File: src/rtl/uart_cmd_pkg.sv
// Shared state encoding and frame constants for the UART command responder.
package uart_cmd_pkg;

  typedef enum logic [3:0] {
    ST_HUNT,
    ST_GET_CMD,
    ST_GET_ADDR,
    ST_GET_DATA,
    ST_GET_SUM,
    ST_EXEC,
    ST_RD_WAIT,
    ST_RSP_LOAD,
    ST_RSP_BUSY,
    ST_RSP_DONE
  } state_e;

  localparam logic [7:0] CMD_WRITE      = 8'h01;
  localparam logic [7:0] CMD_READ       = 8'h02;

  localparam logic [7:0] STATUS_OK      = 8'h00;
  localparam logic [7:0] STATUS_BAD_SUM = 8'hE1;
  localparam logic [7:0] STATUS_BAD_CMD = 8'hE2;

  function automatic logic is_get_state(input state_e s);
    return (s == ST_GET_CMD) || (s == ST_GET_ADDR) ||
           (s == ST_GET_DATA) || (s == ST_GET_SUM);
  endfunction

endpackage

File: src/rtl/uart_cmd_timeout.sv
// Loadable saturating up-counter with synchronous clear and a terminal-count flag.
// Used by uart_cmd_responder only when UART_CMD_TIMEOUT_EN is defined.
module uart_cmd_timeout #(
  parameter int unsigned           WIDTH    = 24,
  parameter logic [WIDTH-1:0]      TERMINAL = '1
) (
  input  logic             clk,
  input  logic             rst,
  input  logic             clear,
  input  logic             enable,
  input  logic             load,
  input  logic [WIDTH-1:0] load_value,
  output logic             terminal
);

  logic [WIDTH-1:0] count_d, count_q;

  // NOTE: every variable written here gets a default first, so no path leaves it unassigned and no latch is inferred.
  always_comb begin
    count_d = count_q;
    if (clear) begin
      count_d = '0;
    end else if (load) begin
      count_d = load_value;
    end else if (enable && (count_q < TERMINAL)) begin
      count_d = count_q + 1'b1;
    end
  end

  // NOTE: sequential state uses non-blocking assignment so all flops update together at the edge.
  always_ff @(posedge clk or negedge rst) begin
    if (!rst) begin
      count_q <= '0;
    end else begin
      count_q <= count_d;
    end
  end

  assign terminal = (count_q >= TERMINAL);

endmodule

File: src/rtl/uart_cmd_responder.sv
// Host-facing command responder: 5-byte command frame in, one register access, 4-byte response out.
// Optional inter-byte timeout is built when UART_CMD_TIMEOUT_EN is defined.
module uart_cmd_responder
  import uart_cmd_pkg::*;
#(
  parameter logic [7:0]  SYNC_RX        = 8'hA5,
  parameter logic [7:0]  SYNC_TX        = 8'h5A,
  parameter logic [23:0] TIMEOUT_CYCLES = 24'd1_000_000
) (
  input  logic       clk,
  input  logic       rst,
  input  logic [7:0] rx_byte,
  input  logic       received,
  input  logic       recv_error,
  output logic [7:0] tx_byte,
  output logic       transmit,
  input  logic       is_transmitting,
  output logic [7:0] reg_addr,
  output logic [7:0] reg_wdata,
  output logic       reg_we,
  output logic       reg_re,
  input  logic [7:0] reg_rdata,
  output logic       busy,
  output logic       frame_error
);

  state_e     state_d, state_q;
  logic [7:0] cmd_d, cmd_q;
  logic [7:0] addr_d, addr_q;
  logic [7:0] data_d, data_q;
  logic [7:0] status_d, status_q;
  logic [7:0] rsp_data_d, rsp_data_q;
  logic [1:0] idx_d, idx_q;
  logic [7:0] tx_byte_d, tx_byte_q;
  logic [7:0] reg_addr_d, reg_addr_q;
  logic [7:0] reg_wdata_d, reg_wdata_q;
  logic       reg_we_d, reg_we_q;
  logic       reg_re_d, reg_re_q;
  logic       frame_error_d, frame_error_q;

  logic       in_get;
  logic       timeout_hit;
  logic [1:0] next_idx;
  logic [7:0] next_rsp_byte;

  assign in_get   = is_get_state(state_q);
  assign next_idx = idx_q + 2'd1;

`ifdef UART_CMD_TIMEOUT_EN
  logic timeout_tc;

  uart_cmd_timeout #(
    .WIDTH    (24),
    .TERMINAL (TIMEOUT_CYCLES)
  ) u_timeout (
    .clk        (clk),
    .rst        (rst),
    .clear      (received || !in_get),
    .enable     (in_get),
    .load       (1'b0),
    .load_value (24'd0),
    .terminal   (timeout_tc)
  );

  assign timeout_hit = timeout_tc && in_get;
`else
  // Without the timeout a partial frame waits until more bytes, recv_error or reset.
  assign timeout_hit = 1'b0 && (TIMEOUT_CYCLES != 24'd0);
`endif

  always_comb begin
    next_rsp_byte = SYNC_TX;
    case (next_idx)
      2'd1:    next_rsp_byte = status_q;
      2'd2:    next_rsp_byte = rsp_data_q;
      2'd3:    next_rsp_byte = status_q ^ rsp_data_q;
      default: next_rsp_byte = SYNC_TX;
    endcase
  end

  always_comb begin
    state_d       = state_q;
    cmd_d         = cmd_q;
    addr_d        = addr_q;
    data_d        = data_q;
    status_d      = status_q;
    rsp_data_d    = rsp_data_q;
    idx_d         = idx_q;
    tx_byte_d     = tx_byte_q;
    reg_addr_d    = reg_addr_q;
    reg_wdata_d   = reg_wdata_q;
    reg_we_d      = 1'b0;
    reg_re_d      = 1'b0;
    frame_error_d = 1'b0;

    case (state_q)
      ST_HUNT: begin
        if (received && (rx_byte == SYNC_RX)) state_d = ST_GET_CMD;
      end
      ST_GET_CMD, ST_GET_ADDR, ST_GET_DATA, ST_GET_SUM: begin
        // A received byte in the same cycle as a timeout keeps the frame alive.
        if (recv_error) begin
          state_d       = ST_HUNT;
          frame_error_d = 1'b1;
        end else if (received) begin
          case (state_q)
            ST_GET_CMD:  begin cmd_d  = rx_byte; state_d = ST_GET_ADDR; end
            ST_GET_ADDR: begin addr_d = rx_byte; state_d = ST_GET_DATA; end
            ST_GET_DATA: begin data_d = rx_byte; state_d = ST_GET_SUM;  end
            default: begin
              state_d     = ST_EXEC;
              reg_addr_d  = addr_q;
              reg_wdata_d = data_q;
              if (rx_byte != (cmd_q ^ addr_q ^ data_q)) begin
                status_d      = STATUS_BAD_SUM;
                frame_error_d = 1'b1;
              end else if (cmd_q == CMD_WRITE) begin
                status_d = STATUS_OK;
                reg_we_d = 1'b1;
              end else if (cmd_q == CMD_READ) begin
                status_d = STATUS_OK;
                reg_re_d = 1'b1;
              end else begin
                status_d      = STATUS_BAD_CMD;
                frame_error_d = 1'b1;
              end
            end
          endcase
        end else if (timeout_hit) begin
          state_d       = ST_HUNT;
          frame_error_d = 1'b1;
        end
      end
      ST_EXEC: begin
        state_d = ST_RD_WAIT;
      end
      ST_RD_WAIT: begin
        if (status_q != STATUS_OK)  rsp_data_d = 8'h00;
        else if (cmd_q == CMD_READ) rsp_data_d = reg_rdata;
        else                        rsp_data_d = data_q;
        idx_d     = 2'd0;
        tx_byte_d = SYNC_TX;
        state_d   = ST_RSP_LOAD;
      end
      ST_RSP_LOAD: begin
        if (!is_transmitting) state_d = ST_RSP_BUSY;
      end
      ST_RSP_BUSY: begin
        if (is_transmitting) state_d = ST_RSP_DONE;
      end
      ST_RSP_DONE: begin
        if (!is_transmitting) begin
          if (idx_q == 2'd3) begin
            idx_d   = 2'd0;
            state_d = ST_HUNT;
          end else begin
            idx_d     = next_idx;
            tx_byte_d = next_rsp_byte;
            state_d   = ST_RSP_LOAD;
          end
        end
      end
      default: state_d = ST_HUNT;
    endcase
  end

  always_ff @(posedge clk or negedge rst) begin
    if (!rst) begin
      state_q       <= ST_HUNT;
      cmd_q         <= 8'h00;
      addr_q        <= 8'h00;
      data_q        <= 8'h00;
      status_q      <= 8'h00;
      rsp_data_q    <= 8'h00;
      idx_q         <= 2'd0;
      tx_byte_q     <= 8'h00;
      reg_addr_q    <= 8'h00;
      reg_wdata_q   <= 8'h00;
      reg_we_q      <= 1'b0;
      reg_re_q      <= 1'b0;
      frame_error_q <= 1'b0;
    end else begin
      state_q       <= state_d;
      cmd_q         <= cmd_d;
      addr_q        <= addr_d;
      data_q        <= data_d;
      status_q      <= status_d;
      rsp_data_q    <= rsp_data_d;
      idx_q         <= idx_d;
      tx_byte_q     <= tx_byte_d;
      reg_addr_q    <= reg_addr_d;
      reg_wdata_q   <= reg_wdata_d;
      reg_we_q      <= reg_we_d;
      reg_re_q      <= reg_re_d;
      frame_error_q <= frame_error_d;
    end
  end

  // Decoded from the state flop so an asynchronous reset drops the request at once.
  assign transmit    = (state_q == ST_RSP_LOAD) && !is_transmitting;
  assign busy        = (state_q != ST_HUNT);
  assign tx_byte     = tx_byte_q;
  assign reg_addr    = reg_addr_q;
  assign reg_wdata   = reg_wdata_q;
  assign reg_we      = reg_we_q;
  assign reg_re      = reg_re_q;
  assign frame_error = frame_error_q;

endmodule
File: config.mk
export PLATFORM = sky130hd
export DESIGN_NAME = uart_cmd_responder
export DESIGN_NICKNAME = d
export VERILOG_FILES = /design/src/rtl/uart_cmd_pkg.sv /design/src/rtl/uart_cmd_timeout.sv /design/src/rtl/uart_cmd_responder.sv
export SDC_FILE = /design/constraint.sdc
export NUM_CORES = 1
export LEC_CHECK = 0
export ABC_AREA = 1
export BUFFER_PORTS_ARGS = -buffer_cell sky130_fd_sc_hd__buf_2
export CORE_UTILIZATION = 55
export CTS_CLUSTER_DIAMETER = 80
export DETAILED_ROUTE_END_ITERATION = 6
export GPL_ROUTABILITY_DRIVEN = 1
export PLACE_DENSITY_LB_ADDON = 0.2
export SLEW_MARGIN = 20
export SYNTH_ARGS = -nofsm -noshare
export SYNTH_HDL_FRONTEND = slang
export SYNTH_SLANG_ARGS = --single-unit
File: constraint.sdc
create_clock -name clk -period 1.9 [get_ports clk]
set_input_delay 0.285 -clock clk [delete_from_list [all_inputs] [get_ports clk]]
set_output_delay 0.285 -clock clk [all_outputs]
set_load 0.02 [all_outputs]
==> out/qor.csv <==
stage;metric;value;unit
timing;headroom to the max-slew limit;64.4;%
clock_network;Num CTS Buffers;9;
drt;Post-Route WL;8150;um
clock_network;CTS Root Cell;clkbuf_8;
clock_network;clk slew on worst S/H paths;0.07;ns
drt;Post-DRT Antenna Nets;0;
synthesis;Net Count, Synth;476;
timing;final setup TNS;0;ns
global_route;met1 usage;38.2;%
clock_network;CTS max path bufs;2;
setup_path;worst flop-to-flop path endpoint;rsp_data_q[5];
timing;highest clock rate;0.561;GHz
setup_path;CP startpoint;cmd_q[2];
layout;Area growth, synth to finish;16.2;%
flow_run;max_cap viols;0;
synthesis;post-synth top area share;48.9;%
min_path;Worst Hold Depth;3;
floorplan;die height;81.6;um
synthesis;area leader, netlist;dfrtp_1;
drt;vias post-DR;3124;
drt;Wirelength per Cell;13.8;um
synthesis;Primary FF master, synth;dfrtp_1;
synthesis;commonest cells in the netlist;nand2_1, dfrtp_1, inv_1;
setup_path;R2R Setup Slk;0.12;ns
synthesis;top-count cell post-synth;nand2_1;
global_route;grt ovf;0;
setup_path;R2R depth;5;
timing;Tmin final;1.78;ns
setup_path;worst reg2reg path startpoint;cmd_q[2];
global_route;first-pass GRT wire length;13200;um
drt;First-pass DRT Iterations;4;
setup_path;CP Max Fanout;16;
synthesis;largest cells by area after synthesis;dfrtp_1, nand2_1, inv_1;
setup_path;Setup crit end;rsp_data_q[5];
floorplan;Ports;50;
timing;RSZ-0062 raised after global routing;no;
layout;Nets;535;
synthesis;Mapped Area;3480;um2
place;post-place instance area;3810;um2
floorplan;Die ar.;6660;um2
clock_network;CTS tree;built;
clock_network;Max H-tree Level;3;
power;Peak VDD IR;0.833;mV
global_route;met3 Use GR;4.33;%
layout;fraction of layout cells with a size suffix above 1;18.4;%
layout;ANT cells;0;
setup_path;CP Class;reg -> reg;
floorplan;FP Rows;28;
synthesis;Yosys Warn Count;0;
synthesis;syn avg cell area;7.72;um2
min_path;Hold Path Class;in -> reg;
synthesis;Syn Inst Count;451;
layout;FILL cells;518;
place;HPWL after DPL;5810;um
timing;final hold violation count;0;
power;Final Total Pwr;6.20;mW
timing;Setup Viol. Count Final;0;
global_route;vias in the first global route;2751;
clock_network;clk_lat worst skew;0.35;ns
floorplan;core area;6030;um2
setup_path;Worst EP required;2.11;ns
place;cell count after placement;570;
global_route;grt met2 use;41.2;%
drt;DR iter-0 viols;219;
synthesis;number of synthesized flops with an enable pin;0;
floorplan;Die X;81.6;um
synthesis;asr flop ratio synth;100;%
place;Final GP Congestion;0.924;
drt;vias per cell;5.29;
timing;measured slew at the worst slew-check pin;0.533;ns
power;LEAKAGE;2.12;nW
timing;Final period util;93.8;%
floorplan;Initial Util;57.8;%
synthesis;sequential-to-total area share from yosys stat;48.9;%
synthesis;Yosys cell types;33;
run_status;status;finished, final reports clean;
setup_path;critical path capture point type;flip-flop;
layout;cell area after layout;4050;um2
synthesis;#FFs+latches synth;68;
global_route;largest net degree at the start of global routing;69;
place;port buffer count;49;
timing;final clock skew;0.0119;ns
global_route;initial antenna violation count;0;
drt;DRC viols;0;
clock_network;Sink Count;68;
setup_path;startpoint types;flip-flop;
timing;fin. max-slew vios;0;
global_route;GRT Max-Usage Layer;met2;
layout;final std cells w/o fill;590;
power;PwrDens;1530;nW/um2
setup_path;critical path arrival;1.99;ns
global_route;GRT Total Usage;26.9;%
cell usage in the layout, fill, tap and decap left out, types with 3 or more instances in the layout:
cell type / synthesis / routed
xnor2_1: 3 / 3
nor3_2: 3 / 3
nor2_1: 34 / 34
inv_2: 6 / 6
nand4_1: 4 / 4
nand2_2: 4 / 4
nand2_1: 138 / 138
buf_4: 1 / 6
buf_2: 4 / 49
nor3_1: 3 / 3
ha_1: 4 / 4
o211ai_1: 3 / 3
o21ai_0: 40 / 40
xor2_1: 3 / 3
o22ai_1: 3 / 3
a31oi_1: 5 / 5
dfrtp_1: 68 / 68
a21oi_1: 10 / 10
clkbuf_8: 0 / 10
o21ai_1: 27 / 27
nand3_1: 13 / 13
inv_1: 58 / 58
through the flow:
step | util [%] | hold WS [ns] | worst slack (ns)
after floorplan | - | -0.0106 | 0.434
after global placement | 63.3 | 0.335 | 0.190
after detailed placement | 63.3 | 0.339 | 0.193
after CTS | 66.8 | 0.195 | 0.154
after global routing | 67.2 | 0.185 | 0.00356
final | 67.2 | 0.200 | 0.118
routing by layer:
layer | vias to the layer above | wire (um)
li1 | 1562 | -
met1 | 1454 | 3840
met2 | 93 | 3660
met3 | 15 | 489
met4 | 0 | 155
met5 | - | 0
where the power goes:
group / switching [mW] / internal, mW / leakage [nW]
Combinational: 1.57 / 0.882 / 1.16
Sequential: 0.509 / 2.02 / 0.859
Clock: 0.576 / 0.639 / 0.0983
critical path, cell delays in order, from the launching register on:
cell and delay (ns):
dfrtp_1 0.42, or2_2 0.32, nor3_1 0.14, nand2_1 0.32, o21ai_0 0.31, o21ai_0 0.14
cell type report:
class / instances / area, um2 / share of cell area, %
Timing Repair Buffer: 57 / 320 / 7.91
Clock buffer: 10 / 138 / 3.40
Sequential cell: 68 / 1700 / 42.0
Tap cell: 75 / 93.8 / 2.32
Multi-Input combinational cell: 310 / 1490 / 36.8
Inverter: 64 / 240 / 5.93
Clock inverter: 6 / 63.8 / 1.58
sequential cells by signal, summed over array words and instances, names as in the netlist:
name	count
reg_wdata	8
rsp_data_q	8
reg_we	1
status_q	3
data_q	8
reg_addr	8
cmd_q	8
frame_error	1
addr_q	8
state_q	4
idx_q	2
tx_byte	8
reg_re	1
cell families after synthesis:
logic type,count (synthesis),share of synthesized area (%)
AO/OA/AOI/OAI,94,14.8
XOR/XNOR,6,1.51
adder cells (fa/ha/maj),4,1.44
buffers and inverters,73,8.33
flip-flops,68,48.9
AND/OR/NAND/NOR,206,25.1
what timing repair did:
action / CTS / global route
endpoints found under the setup margin: 0 / 1
hold buffers: 1 / 0
hold endpoints to repair: 68 / 0
setup buffers: 0 / 3
resized for setup: 0 / 0
worst min-delay path by stage:
| stage | from | end | slack (ns) |
|---|---|---|---|
| after floorplan | rst | addr_q[0] | -0.01 |
| after global placement | rst | tx_byte[1] | 0.33 |
| after detailed placement | rst | tx_byte[1] | 0.34 |
| after CTS | reg_rdata[4] | rsp_data_q[4] | 0.19 |
| after global routing | reg_rdata[4] | rsp_data_q[4] | 0.18 |
| final | reg_rdata[4] | rsp_data_q[4] | 0.20 |
Power figures use the tool's default switching activity.
